--- src/rtl/mem_access_initiator.sv ---
// Data-memory bus initiator: runs one req/ack transaction per load/store and flags AdEL/AdES/DBE.
// Optional macro BUS_TIMEOUT_EN adds a REQ watchdog that ends the access with a bus error.
module mem_access_initiator #(
  parameter logic [31:0] ADDR_LIMIT     = 32'h0000_3000,
  parameter int          TIMEOUT_CYCLES = 16
) (
  input  logic        Clk,
  input  logic        Reset,
  input  logic        Start,
  input  logic        MemWrite,
  input  logic [1:0]  OpWidth,
  input  logic        LoadSigned,
  input  logic [31:0] Addr,
  input  logic [31:0] WD,
  output logic        Busy,
  output logic        Done,
  output logic [31:0] RD,
  output logic        Exc,
  output logic [4:0]  ExcCode,
  output logic        BusReq,
  output logic        BusWE,
  output logic [31:0] BusAddr,
  output logic [31:0] BusWData,
  output logic [3:0]  BusByteEn,
  input  logic        BusAck,
  input  logic [31:0] BusRData
);

  typedef enum logic [1:0] {IDLE, REQ, DONE} state_t;

  localparam logic [1:0] W_WORD = 2'b00;
  localparam logic [1:0] W_HALF = 2'b01;
  localparam logic [1:0] W_BYTE = 2'b10;

  state_t      state, state_nx;
  logic        illegal;
  logic        tmo;
  logic [1:0]  op_w;
  logic [1:0]  op_lo;
  logic        op_sgn;
  logic        op_we;
  logic [31:0] ld_val;
  logic [15:0] ld_h;
  logic [7:0]  ld_b;

  assign illegal = (OpWidth == 2'b11)
                || (OpWidth == W_WORD && Addr[1:0] != 2'b00)
                || (OpWidth == W_HALF && Addr[0])
                || (Addr >= ADDR_LIMIT);

`ifdef BUS_TIMEOUT_EN
  localparam int TW = $clog2(TIMEOUT_CYCLES) + 1;
  logic [TW-1:0] tcnt;

  // An ack on the same edge as the timeout takes priority.
  assign tmo = (state == REQ) && !BusAck && (tcnt == TW'(TIMEOUT_CYCLES - 1));

  always_ff @(posedge Clk) begin
    if (Reset)                           tcnt <= '0;
    else if (state == IDLE)              tcnt <= '0;
    else if (state == REQ && !BusAck)    tcnt <= tcnt + 1'b1;
  end
`else
  assign tmo = 1'b0;
`endif

  always_ff @(posedge Clk) begin
    if (Reset) state <= IDLE;
    else       state <= state_nx;
  end

  always_comb begin
    state_nx = state;
    case (state)
      IDLE:    if (Start) state_nx = illegal ? DONE : REQ;
      REQ:     if (BusAck || tmo) state_nx = DONE;
      DONE:    state_nx = IDLE;
      default: state_nx = IDLE;
    endcase
  end

  always_comb begin
    Busy = (state != IDLE);
    Done = (state == DONE);
  end

  // Lane select and extension use the request captured at Start, not live inputs.
  always_comb begin
    ld_h   = op_lo[1] ? BusRData[31:16] : BusRData[15:0];
    ld_b   = BusRData[8*op_lo +: 8];
    ld_val = BusRData;
    case (op_w)
      W_HALF:  ld_val = {{16{op_sgn & ld_h[15]}}, ld_h};
      W_BYTE:  ld_val = {{24{op_sgn & ld_b[7]}}, ld_b};
      default: ld_val = BusRData;
    endcase
  end

  always_ff @(posedge Clk) begin
    if (Reset) begin
      RD        <= '0;
      Exc       <= 1'b0;
      ExcCode   <= '0;
      BusReq    <= 1'b0;
      BusWE     <= 1'b0;
      BusAddr   <= '0;
      BusWData  <= '0;
      BusByteEn <= '0;
      op_w      <= '0;
      op_lo     <= '0;
      op_sgn    <= 1'b0;
      op_we     <= 1'b0;
    end else begin
      case (state)
        IDLE: if (Start) begin
          if (illegal) begin
            Exc     <= 1'b1;
            ExcCode <= MemWrite ? 5'd5 : 5'd4;
          end else begin
            BusReq  <= 1'b1;
            BusWE   <= MemWrite;
            BusAddr <= {Addr[31:2], 2'b00};
            op_w    <= OpWidth;
            op_lo   <= Addr[1:0];
            op_sgn  <= LoadSigned;
            op_we   <= MemWrite;
            case (OpWidth)
              W_HALF: begin
                BusByteEn <= Addr[1] ? 4'b1100 : 4'b0011;
                BusWData  <= {2{WD[15:0]}};
              end
              W_BYTE: begin
                BusByteEn <= 4'b0001 << Addr[1:0];
                BusWData  <= {4{WD[7:0]}};
              end
              default: begin
                BusByteEn <= 4'b1111;
                BusWData  <= WD;
              end
            endcase
          end
        end
        REQ: if (BusAck || tmo) begin
          BusReq    <= 1'b0;
          BusWE     <= 1'b0;
          BusByteEn <= '0;
          if (BusAck) begin
            if (!op_we) RD <= ld_val;
          end else begin
            Exc     <= 1'b1;
            ExcCode <= 5'd7;
          end
        end
        DONE: begin
          Exc     <= 1'b0;
          ExcCode <= '0;
        end
        default: ;
      endcase
    end
  end

endmodule

--- config.mk ---
export PLATFORM = sky130hd
export DESIGN_NAME = mem_access_initiator
export DESIGN_NICKNAME = d
export VERILOG_FILES = /design/src/rtl/mem_access_initiator.sv
export SDC_FILE = /design/constraint.sdc
export NUM_CORES = 1
export LEC_CHECK = 0
export BUFFER_PORTS_ARGS = -buffer_cell sky130_fd_sc_hd__buf_2
export CELL_PAD_IN_SITES_DETAIL_PLACEMENT = 1
export CELL_PAD_IN_SITES_GLOBAL_PLACEMENT = 1
export CORE_MARGIN = 4
export CORE_UTILIZATION = 36
export CTS_BUF_LIST = sky130_fd_sc_hd__clkbuf_2 sky130_fd_sc_hd__clkbuf_4 sky130_fd_sc_hd__clkbuf_8
export DETAILED_ROUTE_END_ITERATION = 12
export PLACE_DENSITY_LB_ADDON = 0.1
export SLEW_MARGIN = 20
export SYNTH_ARGS = -nofsm -noshare
export SYNTH_HDL_FRONTEND = slang
export SYNTH_SLANG_ARGS = --single-unit
--- constraint.sdc ---
create_clock -name Clk -period 2.43 [get_ports Clk]
set_input_delay 0.486 -clock Clk [delete_from_list [all_inputs] [get_ports Clk]]
set_output_delay 0.486 -clock Clk [all_outputs]
set_load 0.005 [all_outputs]
==> impl_metrics.tcl, run 1 <==
set metrics [dict create \
    r2r_slack_ns 0.41 \
    instances_no_fill 1005 \
    drive_gt1_frac 0.330 \
    synth_edf_count 0 \
    worstPathArrival_ns 2.29 \
    cts_made_buffers 9 \
    outcome "completed" \
    die_y_um 129 \
    hold_viol 0 \
    end_kind "flip-flop" \
    syn_to_final_growth_pct 25.2 \
    cp-start-kind "flip-flop" \
    fin_nets 932 \
    p_leak_uw 0.00277 \
    via_count 5551 \
    io_pins 214 \
    final_design_area_no_fill_um2 6600 \
    seq_power_share 0.571 \
    postCtsSetupRepairBufs 0 \
    drt_iter0_markers 263 \
    cts.root.buffer_cell "clkbuf_8" \
    seq_area_frac_synth 0.418 \
    clk_latency_ns 0.38 \
    hold_slack_ns 0.355 \
    die-area_um2 16600 \
    synth_area_um2 5270 \
    setup_total_negative_slack_ns 0 \
    hp-class "in2reg" \
    netlist_instances 644 \
    synth_warnings 0 \
    place_hpwl_um 14000 \
    setup_violations 0 \
    layout_common_cells "207 x buf_2, 110 x dfxtp_1, 69 x o21ai_0" \
    final_antenna_net_count 0 \
    placedInstanceArea_um2 6440 \
    irDropWorstVdd_mv 0.320 \
    r2r_cells 5 \
    grt_pass1_wl_um 29800 \
    cts_hold_buf 0 \
    syn_area_per_cell_um2 8.19 \
    ctsLongestPathBuffers 2 \
    placed_cells 991 \
    async_flop_share 0 \
    slew-limit-headroom 0.591 \
    cts_tree "done" \
    switching_share 0.271 \
    numPortBuffers 208 \
    rows 43 \
    power_switching_uw 860 \
    grt_max_degree 54 \
    n_antenna_cell 0 \
    wl_um 18800 \
    viasPerCell 5.52 \
    rsz0062_at_grt "false" \
    worst_pin_slew_ns 0.613 \
    combinationalPowerShare 0.110 \
    pre_cts_ws_ns 0.270 \
    final_common_cell "buf_2" \
    fin_ws_ns 0.412 \
    grt_pass1_vias 5737 \
    finalCriticalPeriod_ns 2.02 \
    critPathMaxFanout 16 \
    clock.fmax_mhz 496 \
    period_share 0.830 \
    htreeDepth 3 \
    synth-main-ff-cell "dfxtp_1" \
    clkPwrFrac 0.319 \
    timing.rr.start "state[0]$_SDFFE_PP0P_" \
    ys_seq_elements 110 \
    place_congestion 0.883 \
    critical_path.startpoint "state[0]$_SDFFE_PP0P_" \
    path_class "reg2reg" \
    antenna_found_initial 0 \
    grt_overflow_total 0 \
    endpoint "RD[30]$_SDFFE_PP0P_" \
    clock_sinks 110 \
    avgRoutedWirePerCell_um 18.7 \
    p_int_uw 2310 \
    cts_resized 0 \
    slew_violations 0 \
    skew_ns 0.00727 \
    chipWidth_um 129 \
    coreArea_um2 14100 \
    drc 0 \
    rr_endpoint "RD[30]$_SDFFE_PP0P_" \
    synthDistinctLibCells 57 \
    initial_core_util 0.374 \
    p_per_area_nw_per_um2 480 \
    grt_usage 0.221 \
    drt_first_pass_iters 4 \
    cap_viol_max_count 0 \
    worstPathRequired_ns 2.70 \
    clk_pin_slew_ns 0.11 \
]
==> cell type report <==
type | instances | area (µm²)
Multi-Input combinational cell | 442 | 2650
Clock buffer | 9 | 124
Timing Repair Buffer | 237 | 1270
Sequential cell | 110 | 2200
Tap cell | 180 | 225
Inverter | 22 | 82.6
Clock inverter | 5 | 37.5
Fill cell | 1807 | 7500
==> power groups by stage <==
| stage | clock, µW | sequential [µW] | combinational (µW) |
|---|---|---|---|
| floorplan | 0 | 1850 | 179 |
| global placement | 0 | 1850 | 337 |
| detailed placement | 0 | 1850 | 345 |
| CTS | 1060 | 1810 | 347 |
| global route | 1120 | 1810 | 385 |
| finish | 1010 | 1810 | 348 |
==> cells in the mapped netlist (all sizes together), types with 2 or more instances <==
master   number  area share
buf          27       0.033
nor3b        25       0.038
a211oi       17       0.024
a311oi        7       0.012
clkbuf       47       0.033
nand4        52       0.063
a21oi        68       0.065
mux2i         2      0.0038
o211ai        7       0.010
nand2        49       0.035
mux2          7       0.015
a22oi         9       0.013
a2111oi       7       0.012
and2          2      0.0028
a21o          9       0.013
nor2         46       0.033
nor3          2      0.0028
nor4          6      0.0083
inv          22       0.016
or3           4      0.0047
nor2b         3      0.0036
nand3         2      0.0019
o22ai         9       0.012
nand2b        2      0.0024
and3          2      0.0024
a221oi        8       0.013
dfxtp       110        0.42
o21ai        70       0.066
ha            6       0.014
==> worst min-delay path by stage <==
stage                                        start                       end  slack, ns  cells past startpoint
final                                   LoadSigned       op_sgn$_SDFFE_PP0P_       0.35                      3
after global routing                    LoadSigned       op_sgn$_SDFFE_PP0P_       0.34                      3
after CTS                               LoadSigned       op_sgn$_SDFFE_PP0P_       0.33                      3
after detailed placement  BusAddr[19]$_SDFFE_PP0P_  BusAddr[19]$_SDFFE_PP0P_       0.46                      1
after global placement         RD[15]$_SDFFE_PP0P_       RD[15]$_SDFFE_PP0P_       0.45                      2
after floorplan                RD[15]$_SDFFE_PP0P_       RD[15]$_SDFFE_PP0P_       0.45                      2
==> logic make-up (layout without fill, tap and decap cells) <==
family | count (synthesis) | count (layout) | share of synthesized area
mux | 10 | 10 | 0.0230
simple gates | 202 | 202 | 0.209
compound gates | 219 | 219 | 0.253
fa+ha+maj | 6 | 6 | 0.0142
flops | 110 | 110 | 0.418
buf+inv | 96 | 273 | 0.0824
other cells | 1 | 5 | 0.000711
==> worst max-delay path: stages, from the launching register on <==
cell      delay, ns
dfxtp_1        0.67
and4bb_2       0.54
o21ai_0        0.18
o22ai_2        0.16
buf_4          0.24
a211oi_1       0.11
==> routing by layer <==
layer	share of wire	track usage	up-vias
li1	-	-	2693
met1	0.43	0.279	2687
met2	0.49	0.379	157
met3	0.070	0.0581	14
met4	0.0099	0.0488	0
met5	0	0	-
==> stage by stage <==
stage,power [µW],utilization
after CTS,3210,0.468
after detailed placement,2200,0.457
after global routing,3320,0.468
after floorplan,2030,-
final,3170,0.468
after global placement,2190,0.457
==> flip-flops by register name (all words and copies together) (netlist names), 2 cells and up <==
signal     flops
RD            32
state          2
BusWData      32
BusByteEn      4
op_w           2
op_lo          2
BusAddr       30
ExcCode        2
No activity file was read; power rests on OpenSTA's default activity.
==> run 2, diff against run 1 <==
--- a/config.mk
+++ b/config.mk
@@ -9,7 +9,7 @@
 export CELL_PAD_IN_SITES_DETAIL_PLACEMENT = 1
 export CELL_PAD_IN_SITES_GLOBAL_PLACEMENT = 1
 export CORE_MARGIN = 4
-export CORE_UTILIZATION = 36
+export CORE_UTILIZATION = 32
 export CTS_BUF_LIST = sky130_fd_sc_hd__clkbuf_2 sky130_fd_sc_hd__clkbuf_4 sky130_fd_sc_hd__clkbuf_8
 export DETAILED_ROUTE_END_ITERATION = 12
 export PLACE_DENSITY_LB_ADDON = 0.1
==> constraint.sdc (replaced) <==
create_clock -name Clk -period 1.75 [get_ports Clk]
set_input_delay 0.35 -clock Clk [delete_from_list [all_inputs] [get_ports Clk]]
set_output_delay 0.35 -clock Clk [all_outputs]
set_load 0.005 [all_outputs]
==> impl_metrics.tcl, run 2 (synthesis results as in run 1) <==
set metrics [dict create \
    outcome "completed" \
    placed_cells 1049 \
    worst_pin_slew_ns 0.562 \
    r2r_cells 5 \
    regArea_um2 2200 \
    clk_latency_ns 0.39 \
    rows 46 \
    coreArea_um2 16000 \
    slew_violations 0 \
    die_y_um 136 \
    r2r_slack_ns 0.12 \
    layout_common_cells "207 x buf_2, 108 x dfxtp_1, 69 x o21ai_0" \
    multi_input_area_um2 2660 \
    clock_sinks 110 \
    grt_overflow_total 0 \
    combinationalPowerShare 0.113 \
    n_antenna_cell 0 \
    pre_cts_ws_ns -0.309 \
    setup_violations 0 \
    p_int_uw 3280 \
    power_switching_uw 1290 \
    clk_pin_slew_ns 0.11 \
    grt_usage 0.204 \
    clock.fmax_mhz 610 \
    htreeDepth 3 \
    seq_power_share 0.550 \
    antenna_found_initial 0 \
    path_class "reg2out" \
    cp-start-kind "flip-flop" \
    cts_tree "done" \
    die-area_um2 18600 \
    numPortBuffers 208 \
    slew-limit-headroom 0.625 \
    drive_gt1_frac 0.353 \
    place_congestion 0.809 \
    place_hpwl_um 14700 \
    ctsLongestPathBuffers 2 \
    clkPwrFrac 0.337 \
    critPathMaxFanout 5 \
    io_pins 214 \
    power_uw 4570 \
    cts.root.buffer_cell "clkbuf_8" \
    cts_made_buffers 9 \
    hp-class "in2reg" \
    initial_core_util 0.329 \
    wl_um 19300 \
    period_share 0.937 \
    min_path_cells 3 \
    viasPerCell 5.25 \
    p_leak_uw 0.00292 \
    drt_iter0_markers 271 \
    hold_viol 0 \
    p_per_area_nw_per_um2 660 \
    cap_viol_max_count 0 \
    grt_max_degree 52 \
    end_kind "output port" \
    irDropWorstVdd_mv 0.317 \
    worstPathRequired_ns 1.40 \
    switching_share 0.283 \
    final_antenna_net_count 0 \
    setup_total_negative_slack_ns 0 \
    rsz0062_at_grt "false" \
    final_common_cell "buf_2" \
    skew_ns 0.0110 \
    layout_top_registers "BusWData (32), RD (32), BusAddr (30)" \
    chipWidth_um 136 \
    avgRoutedWirePerCell_um 18.1 \
    drt_first_pass_iters 4 \
    instances_no_fill 1065 \
    fin_nets 954 \
    grt_pass1_vias 5781 \
    worstPathArrival_ns 1.29 \
    fin_ws_ns 0.110 \
    via_count 5595 \
    finalCriticalPeriod_ns 1.64 \
    drc 0 \
    fill_cells 2021 \
    syn_to_final_growth_pct 31.3 \
    grt_pass1_wl_um 30200 \
]
-- run 2: cell types whose count changed in the layout (fill, tap and decap cells not counted), moves of 2 or more --
cell,previous run,this run
a2111oi_1,0,3
dfxtp_2,0,2
buf_4,29,45
buf_12,1,7
a2111oi_0,7,4
dfxtp_1,110,108
inv_6,1,4
-- run 2: what timing repair did --
| item | in CTS | in global routing |
|---|---|---|
| endpoints found under the setup margin | 2 | 9 |
| setup buffers | 0 | 0 |
| endpoints found under the hold margin | 0 | 0 |
| cloned | 0 | 0 |
| resized for setup | 3 | 5 |
| hold buffers | 0 | 0 |
-- run 2: power by group through the flow --
stage | registers (µW) | logic [µW] | clock network [µW]
global placement | 2570 | 501 | 0
global route | 2510 | 567 | 1720
finish | 2510 | 516 | 1540
floorplan | 2570 | 249 | 0
detailed placement | 2570 | 510 | 0
CTS | 2510 | 513 | 1620
-- run 2: final timing paths --
kind | from | endpoint
worst min-delay path | Addr[9] | BusAddr[9]$_SDFFE_PP0P_
worst min register to register | state[1]$_SDFFE_PP0P_ | state[1]$_SDFFE_PP0P_
worst max-delay path | state[1]$_SDFFE_PP0P_ | Busy
worst max register to register | op_lo[0]$_SDFFE_PP0P_ | RD[20]$_SDFFE_PP0P_
-- run 2: worst max-delay path, cell delays in order, from the launching register on --
cell and delay [ns]:
dfxtp_2 0.36, buf_4 0.15, or2_4 0.26, buf_2 0.14
-- run 2: area by class of cell --
class	instances	area share
Timing Repair Buffer	259	0.219
Clock inverter	7	0.00904
Sequential cell	110	0.319
Inverter	22	0.0119
Clock buffer	9	0.0179
Tap cell	216	0.0391
Multi-Input combinational cell	442	0.385
-- run 2: routing by layer --
| layer | vias up | track usage | share of wire |
|---|---|---|---|
| met1 | 2687 | 0.254 | 0.44 |
| met2 | 148 | 0.351 | 0.49 |
| met5 | - | 0 | 0 |
| met3 | 17 | 0.0500 | 0.060 |
| met4 | 0 | 0.0532 | 0.013 |
| li1 | 2743 | - | - |
-- run 2: through the flow --
step	instance area [µm²]	utilization	hold WS (ns)
final	6920	0.432	0.211
after global placement	6720	0.420	0.456
after detailed placement	6720	0.420	0.465
after global routing	6920	0.432	0.201
after floorplan	5290	-	0.453
after CTS	6910	0.432	0.183
